===== src/rtl/dac_sample_pacer_if.sv =====
// -----------------------------------------------------------------------------
// dac_sample_pacer_if
// Groups the two data paths around the sample pacer:
//   producer side : in_data / in_valid  (producer -> pacer), in_ready (pacer -> producer)
//   DAC side      : dac_data / dac_start (pacer -> DAC driver), dac_busy (driver -> pacer)
// Modports:
//   slave  - the pacer itself (consumes samples, drives the DAC driver)
//   master - the surrounding environment (producer plus DAC driver)
// -----------------------------------------------------------------------------
interface dac_sample_pacer_if #(
    parameter int DATA_W = 12
);
    logic [DATA_W-1:0] in_data;
    logic              in_valid;
    logic              in_ready;
    logic              dac_busy;
    logic [DATA_W-1:0] dac_data;
    logic              dac_start;

    modport slave (
        input  in_data,
        input  in_valid,
        output in_ready,
        input  dac_busy,
        output dac_data,
        output dac_start
    );

    modport master (
        output in_data,
        output in_valid,
        input  in_ready,
        output dac_busy,
        input  dac_data,
        input  dac_start
    );
endinterface


===== src/rtl/dac_sample_pacer.sv =====
// -----------------------------------------------------------------------------
// dac_sample_pacer
// Buffers samples from a producer in a small FIFO and releases exactly one sample
// per programmable sample period towards the DAC7611P serial driver.
//
// Ports:
//   clk_50M   in   system clock
//   rst       in   synchronous reset, active-high
//   enable    in   1 = pacing runs, 0 = tick counter held at its reload value
//   period    in   clock cycles per sample (values below 2 behave as 2)
//   bus       slave modport of dac_sample_pacer_if:
//               in_data/in_valid/in_ready   producer handshake (in_ready = !full)
//               dac_data/dac_start/dac_busy  DAC driver word, 1-cycle start, busy flag
//   level     out  FIFO occupancy 0..2**DEPTH_LOG2
//   underrun  out  sticky: a tick found the FIFO empty
//   late      out  sticky: a tick found the DAC driver busy
//
// Optional feature (macro DAC_PACER_HOLD_REFRESH_EN):
//   when defined, a tick that finds the FIFO empty while the driver is idle
//   re-issues dac_start with the previous dac_data (zero-order-hold refresh).
// -----------------------------------------------------------------------------
module dac_sample_pacer #(
    parameter int DATA_W     = 12,
    parameter int DEPTH_LOG2 = 4,
    parameter int DIV_W      = 16
) (
    input  logic                  clk_50M,
    input  logic                  rst,
    input  logic                  enable,
    input  logic [DIV_W-1:0]      period,
    dac_sample_pacer_if.slave     bus,
    output logic [DEPTH_LOG2:0]   level,
    output logic                  underrun,
    output logic                  late
);

    localparam int DEPTH = 1 << DEPTH_LOG2;
    localparam logic [DEPTH_LOG2:0] FULL_LEVEL = {1'b1, {DEPTH_LOG2{1'b0}}};

    // Sample storage, written on push and read through the dac_data register.
    logic [DATA_W-1:0] mem [DEPTH];

    logic [DIV_W-1:0]      cnt_reg,      cnt_next;
    logic [DEPTH_LOG2-1:0] wr_ptr_reg,   wr_ptr_next;
    logic [DEPTH_LOG2-1:0] rd_ptr_reg,   rd_ptr_next;
    logic [DEPTH_LOG2:0]   level_reg,    level_next;
    logic                  start_reg,    start_next;
    logic                  underrun_reg, underrun_next;
    logic                  late_reg,     late_next;
    logic [DATA_W-1:0]     dac_data_reg;

    logic [DIV_W-1:0] period_eff;
    logic [DIV_W-1:0] reload_val;
    logic             tick;
    logic             empty;
    logic             full;
    logic             push;
    logic             pop;

    // Periods of 0 or 1 are clamped so that dac_start can never fire on
    // consecutive cycles.
    assign period_eff = (period < DIV_W'(2)) ? DIV_W'(2) : period;
    assign reload_val = period_eff - DIV_W'(1);

    assign tick  = enable && (cnt_reg == '0);
    assign empty = (level_reg == '0);
    assign full  = (level_reg == FULL_LEVEL);

    // Both decisions use the registered occupancy, so a push landing on a tick
    // cycle is not visible to that tick's pop.
    assign push = bus.in_valid && !full;
    assign pop  = tick && !empty && !bus.dac_busy;

    always_comb begin
        cnt_next      = cnt_reg;
        wr_ptr_next   = wr_ptr_reg;
        rd_ptr_next   = rd_ptr_reg;
        level_next    = level_reg;
        start_next    = 1'b0;
        underrun_next = underrun_reg;
        late_next     = late_reg;

        // Held at the reload value while disabled, so the first tick lands
        // period_eff cycles after enable rises; period is only sampled here.
        if (!enable || tick) begin
            cnt_next = reload_val;
        end else begin
            cnt_next = cnt_reg - DIV_W'(1);
        end

        if (push) begin
            wr_ptr_next = wr_ptr_reg + DEPTH_LOG2'(1);
        end
        if (pop) begin
            rd_ptr_next = rd_ptr_reg + DEPTH_LOG2'(1);
        end

        case ({push, pop})
            2'b10:   level_next = level_reg + (DEPTH_LOG2+1)'(1);
            2'b01:   level_next = level_reg - (DEPTH_LOG2+1)'(1);
            default: level_next = level_reg;
        endcase

        if (tick && empty) begin
            underrun_next = 1'b1;
        end
        if (tick && bus.dac_busy) begin
            late_next = 1'b1;
        end

`ifdef DAC_PACER_HOLD_REFRESH_EN
        // Empty FIFO: repeat the last word so the DAC keeps being refreshed.
        start_next = pop || (tick && empty && !bus.dac_busy);
`else
        start_next = pop;
`endif
    end

    always_ff @(posedge clk_50M) begin
        if (rst) begin
            cnt_reg      <= reload_val;
            wr_ptr_reg   <= '0;
            rd_ptr_reg   <= '0;
            level_reg    <= '0;
            start_reg    <= 1'b0;
            underrun_reg <= 1'b0;
            late_reg     <= 1'b0;
        end else begin
            cnt_reg      <= cnt_next;
            wr_ptr_reg   <= wr_ptr_next;
            rd_ptr_reg   <= rd_ptr_next;
            level_reg    <= level_next;
            start_reg    <= start_next;
            underrun_reg <= underrun_next;
            late_reg     <= late_next;
        end
    end

    // Storage array carries no reset so it maps onto block RAM.
    always_ff @(posedge clk_50M) begin
        if (push) begin
            mem[wr_ptr_reg] <= bus.in_data;
        end
    end

    // Registered read port doubles as the held output word.
    always_ff @(posedge clk_50M) begin
        if (rst) begin
            dac_data_reg <= '0;
        end else if (pop) begin
            dac_data_reg <= mem[rd_ptr_reg];
        end
    end

    assign bus.in_ready  = !full;
    assign bus.dac_data  = dac_data_reg;
    assign bus.dac_start = start_reg;
    assign level         = level_reg;
    assign underrun      = underrun_reg;
    assign late          = late_reg;

endmodule

===== src/flat_wrapper.sv =====
// flat-port wrapper written by rule: the top's interface ports become plain ports
module dac_sample_pacer_flat 
#(
    parameter int DATA_W     = 12,
    parameter int DEPTH_LOG2 = 4,
    parameter int DIV_W      = 16
)
  (clk_50M, rst, enable, period, level, underrun, late, bus_in_data, bus_in_valid, bus_in_ready, bus_dac_busy, bus_dac_data, bus_dac_start);
  dac_sample_pacer_if #(.DATA_W(DATA_W)) bus_i ();
  input  logic clk_50M;
  input  logic rst;
  input  logic enable;
  input  logic [DIV_W-1:0] period;
  output logic [DEPTH_LOG2:0] level;
  output logic underrun;
  output logic late;
  input wire logic [$bits(bus_i.in_data)-1:0] bus_in_data;
  input wire logic [$bits(bus_i.in_valid)-1:0] bus_in_valid;
  output wire logic [$bits(bus_i.in_ready)-1:0] bus_in_ready;
  input wire logic [$bits(bus_i.dac_busy)-1:0] bus_dac_busy;
  output wire logic [$bits(bus_i.dac_data)-1:0] bus_dac_data;
  output wire logic [$bits(bus_i.dac_start)-1:0] bus_dac_start;
  assign bus_i.in_data = bus_in_data;
  assign bus_i.in_valid = bus_in_valid;
  assign bus_in_ready = bus_i.in_ready;
  assign bus_i.dac_busy = bus_dac_busy;
  assign bus_dac_data = bus_i.dac_data;
  assign bus_dac_start = bus_i.dac_start;
  dac_sample_pacer #(.DATA_W(DATA_W), .DEPTH_LOG2(DEPTH_LOG2), .DIV_W(DIV_W)) u_core (.clk_50M(clk_50M), .rst(rst), .enable(enable), .period(period), .bus(bus_i), .level(level), .underrun(underrun), .late(late));
endmodule

===== config.mk =====
export PLATFORM = sky130hd
export DESIGN_NAME = dac_sample_pacer_flat
export DESIGN_NICKNAME = d
export VERILOG_FILES = /design/src/rtl/dac_sample_pacer_if.sv /design/src/rtl/dac_sample_pacer.sv /design/src/flat_wrapper.sv
export SDC_FILE = /design/constraint.sdc
export NUM_CORES = 1
export LEC_CHECK = 0
export CORE_MARGIN = 1
export CORE_UTILIZATION = 40
export CTS_CLUSTER_DIAMETER = 80
export DETAILED_ROUTE_END_ITERATION = 16
export SETUP_SLACK_MARGIN = 0.5
export SYNTH_ARGS = -nofsm -noshare
export SYNTH_HDL_FRONTEND = slang
export SYNTH_SLANG_ARGS = --single-unit

===== constraint.sdc =====
create_clock -name clk_50M -period 4.1 [get_ports clk_50M]
set_clock_uncertainty 0.15 [all_clocks]
set_input_delay 0.615 -clock clk_50M [delete_from_list [all_inputs] [get_ports clk_50M]]
set_output_delay 0.615 -clock clk_50M [all_outputs]
set_load 0.02 [all_outputs]

==> metrics <==
FILL cells 2007; Peak VDD IR 0.0003828 V; hold path cells 2; routed len/inst 21.55 um; H-tree depth 1; layout cell share with drive strength beyond 1 0.2308; endpoints failing setup 0; row count 56; final worst slack 645.8 ps; Congestion Overflow GR 0; Core Area 23680 um^2; CP max FO 3; Worst-Skew Late Latency 530 ps; number of synthesized flops with an enable pin 192; pre-CTS WS 430.5 ps; Clk pwr share 0.461; Mapped Cells 566; clock buffer depth 3; status finished, final reports clean; total power 5.360 mW; max incr delay on CP 440 ps; Required @ worst endpoint 4370 ps; startpoint types register; # DRC 0; Largest delay share family, worst path simple AND/OR/NAND/NOR gates; Worst-path clk slew 60 ps; CP endpoint kind register; CP Class register to register; sequential area share after synthesis 0.6828; Reg-to-Reg Start u_core.cnt_reg[0]$_DFF_P_; Hold EP u_core.late$_SDFFE_PP0P_; Tightest Pin Transition 1027 ps; Final GP Congestion 0.7835; port buffer count 53; warnings from Yosys 0; post-DP HPWL 13670 um; setup_tns 0 ps; die area 24960 um^2; initial antenna violation count 0; Total Nets Final 703; Placed Cells 946; first-pass GRT wire length 32930 um; maximum clock frequency 289.5 MHz; most used flip-flop cell after synthesis edfxtp_1; Die W 158 um; IO Pins 54; CTS Hold Bufs 0; Combinational Power Share 0.042; Antenna Nets Post-Route 0; Syn-to-layout area delta 21.32%; Net Count, Synth 612; RR Endpoint u_core.level[4]$_SDFFE_PP0P_; Seq pwr share 0.497; Slowest cell on crit path or3b_2; Layout Cells excl Fill 995; P_leak 3.870 nW; Buf/Inv on CP 2; WL final 21440 um; NetSw 1.093 mW; DR vias/cell 5.402; number of flip-flops in the largest register 192; Sink Count 236; Hold Crit Class register to register; Crit path arrival time 3720 ps; RSZ-0062 raised after global routing no; Final Hold Viols 0; R2R setup slack 650 ps; PwrDens 453.8 nW/um^2; CTS tree built; largest net degree at the start of global routing 52; Yosys cell types 51; clk root buf clkbuf_16; CTS buffer count 25; FFs w/ async S/R, synth 0; FF-to-FF path depth 13; TritonRoute pass-1 iters 5; max-slew violation count 0; Initial Util 0.4110; Ant. Diodes 0; cell mode on critical path ha_1; hold slack final 331.9 ps; Slew HR 0.3153; DRT iter0 DRCs 345; Final period util 0.8425; max cap viols 0; Net Sw Frac 0.2039; worst-path cell chain inv_1, ha_1, nor4b_2, nand4_1, nor4_2, ha_2, buf_4, ha_1, nor2b_2, o21ai_0, a21oi_1, or3b_2, mux2_2; Mapped Avg Cell Area 17.20 um^2; Internal Power 4.267 mW; GRT Util Overall 0.1788; vias in the first global route 5633; Hold Crit Start u_core.late$_SDFFE_PP0P_; vias 5375; crit path time final 3454 ps; Die Height 158 um; Yosys reg bits 236; mapped cell area 9734 um^2
## power groups by stage
stage	Sequential [mW]	Combinational, mW	Clock (mW)
4_1_cts	2.66	0.222	2.52
6_report	2.67	0.223	2.47
2_1_floorplan	2.71	0.109	0
5_1_grt	2.67	0.245	2.61
3_5_place_dp	2.72	0.221	0
3_3_place_gp	2.71	0.213	0
## metrics by stage
step / cell area [um^2] / util
after floorplan: 9734 / -
after global placement: 10850 / 0.4582
after detailed placement: 10850 / 0.4582
after CTS: 11760 / 0.4966
after global routing: 11810 / 0.4987
final: 11810 / 0.4987
## cell usage in the layout, fill, tap and decap left out, types with 4 or more instances in the layout
master,netlist,final
edfxtp_1,192,192
clkdlybuf4s50_1,0,53
mux4_2,48,48
nor2_1,44,44
dfxtp_1,44,42
mux2i_1,37,37
buf_4,2,37
clkbuf_16,0,25
nand2_1,16,16
xnor2_1,15,15
xor2_1,12,12
a21oi_1,12,12
o21bai_1,12,12
inv_1,11,11
ha_1,12,11
a221oi_2,7,7
clkbuf_1,15,7
nor3_1,10,6
bufinv_16,0,6
nor3_2,1,5
nand3_1,5,5
a221oi_1,5,5
nand2b_1,4,4
nor2b_1,5,4
## logic make-up (layout without fill, tap and decap cells)
family	after synthesis	in the layout	synth area share
AND/OR/NAND/NOR	113	113	0.06414
buffers and inverters	37	147	0.01606
flip-flops	236	236	0.6828
XOR/XNOR	27	27	0.02429
AO/OA/AOI/OAI	52	52	0.04267
multiplexers	88	88	0.1526
adder cells (fa/ha/maj)	13	13	0.01748
## worst max-delay path by stage
stage / slack [ps] / from / cells after the start / end
2_1_floorplan: 890 / u_core.cnt_reg[7]$_DFF_P_ / 11 / u_core.level[4]$_SDFFE_PP0P_
3_3_place_gp: 480 / enable / 11 / u_core.level[4]$_SDFFE_PP0P_
3_5_place_dp: 430 / enable / 11 / u_core.level[4]$_SDFFE_PP0P_
4_1_cts: 580 / u_core.cnt_reg[11]$_DFF_P_ / 11 / u_core.level[4]$_SDFFE_PP0P_
5_1_grt: 440 / u_core.cnt_reg[0]$_DFF_P_ / 13 / u_core.level[4]$_SDFFE_PP0P_
6_report: 650 / u_core.cnt_reg[0]$_DFF_P_ / 13 / u_core.level[4]$_SDFFE_PP0P_
## routing by layer
layer,track usage,share of wire
met1,0.2355,0.42
met2,0.3027,0.49
met3,0.03613,0.065
met4,0.04487,0.016
met5,0,0
## synthesized netlist by cell type (7+ instances only)
library cell	count	area [um^2]
xor2_1	12	105.1
nor2_1	44	165.2
nand2_1	16	60.06
o21bai_1	12	90.09
xnor2_1	15	131.4
mux4_2	48	1081
inv_1	11	41.29
mux2i_1	37	370.4
buf_2	7	35.03
nor3_1	10	50.05
ha_1	12	150.1
a21oi_1	12	60.06
clkbuf_1	15	56.30
a221oi_2	7	105.1
edfxtp_1	192	5766
dfxtp_1	44	880.8
## tightest hold or removal path: cells and delay by family, from the launching register on
family | cells | cell delay [ps]
DFF | 1 | 330
AOI/OAI and AO/OA | 1 | 50
and+or+nand+nor | 1 | 70
## area by class of cell
| class | instances | area, um^2 | share of cell area |
|---|---|---|---|
| Multi-Input combinational cell | 293 | 3002 | 0.2542 |
| Sequential cell | 236 | 6651 | 0.5632 |
| Tap cell | 319 | 399.1 | 0.03380 |
| Clock inverter | 13 | 242.7 | 0.02055 |
| Timing Repair Buffer | 90 | 808.3 | 0.06844 |
| Clock buffer | 33 | 665.6 | 0.05636 |
| Inverter | 11 | 41.29 | 0.003496 |
## what timing repair did
item                                    CTS  global route
resized for setup                         0             6
endpoints found under the setup margin    0             1
setup buffers                             0             3
Power figures use the tool's default switching activity.
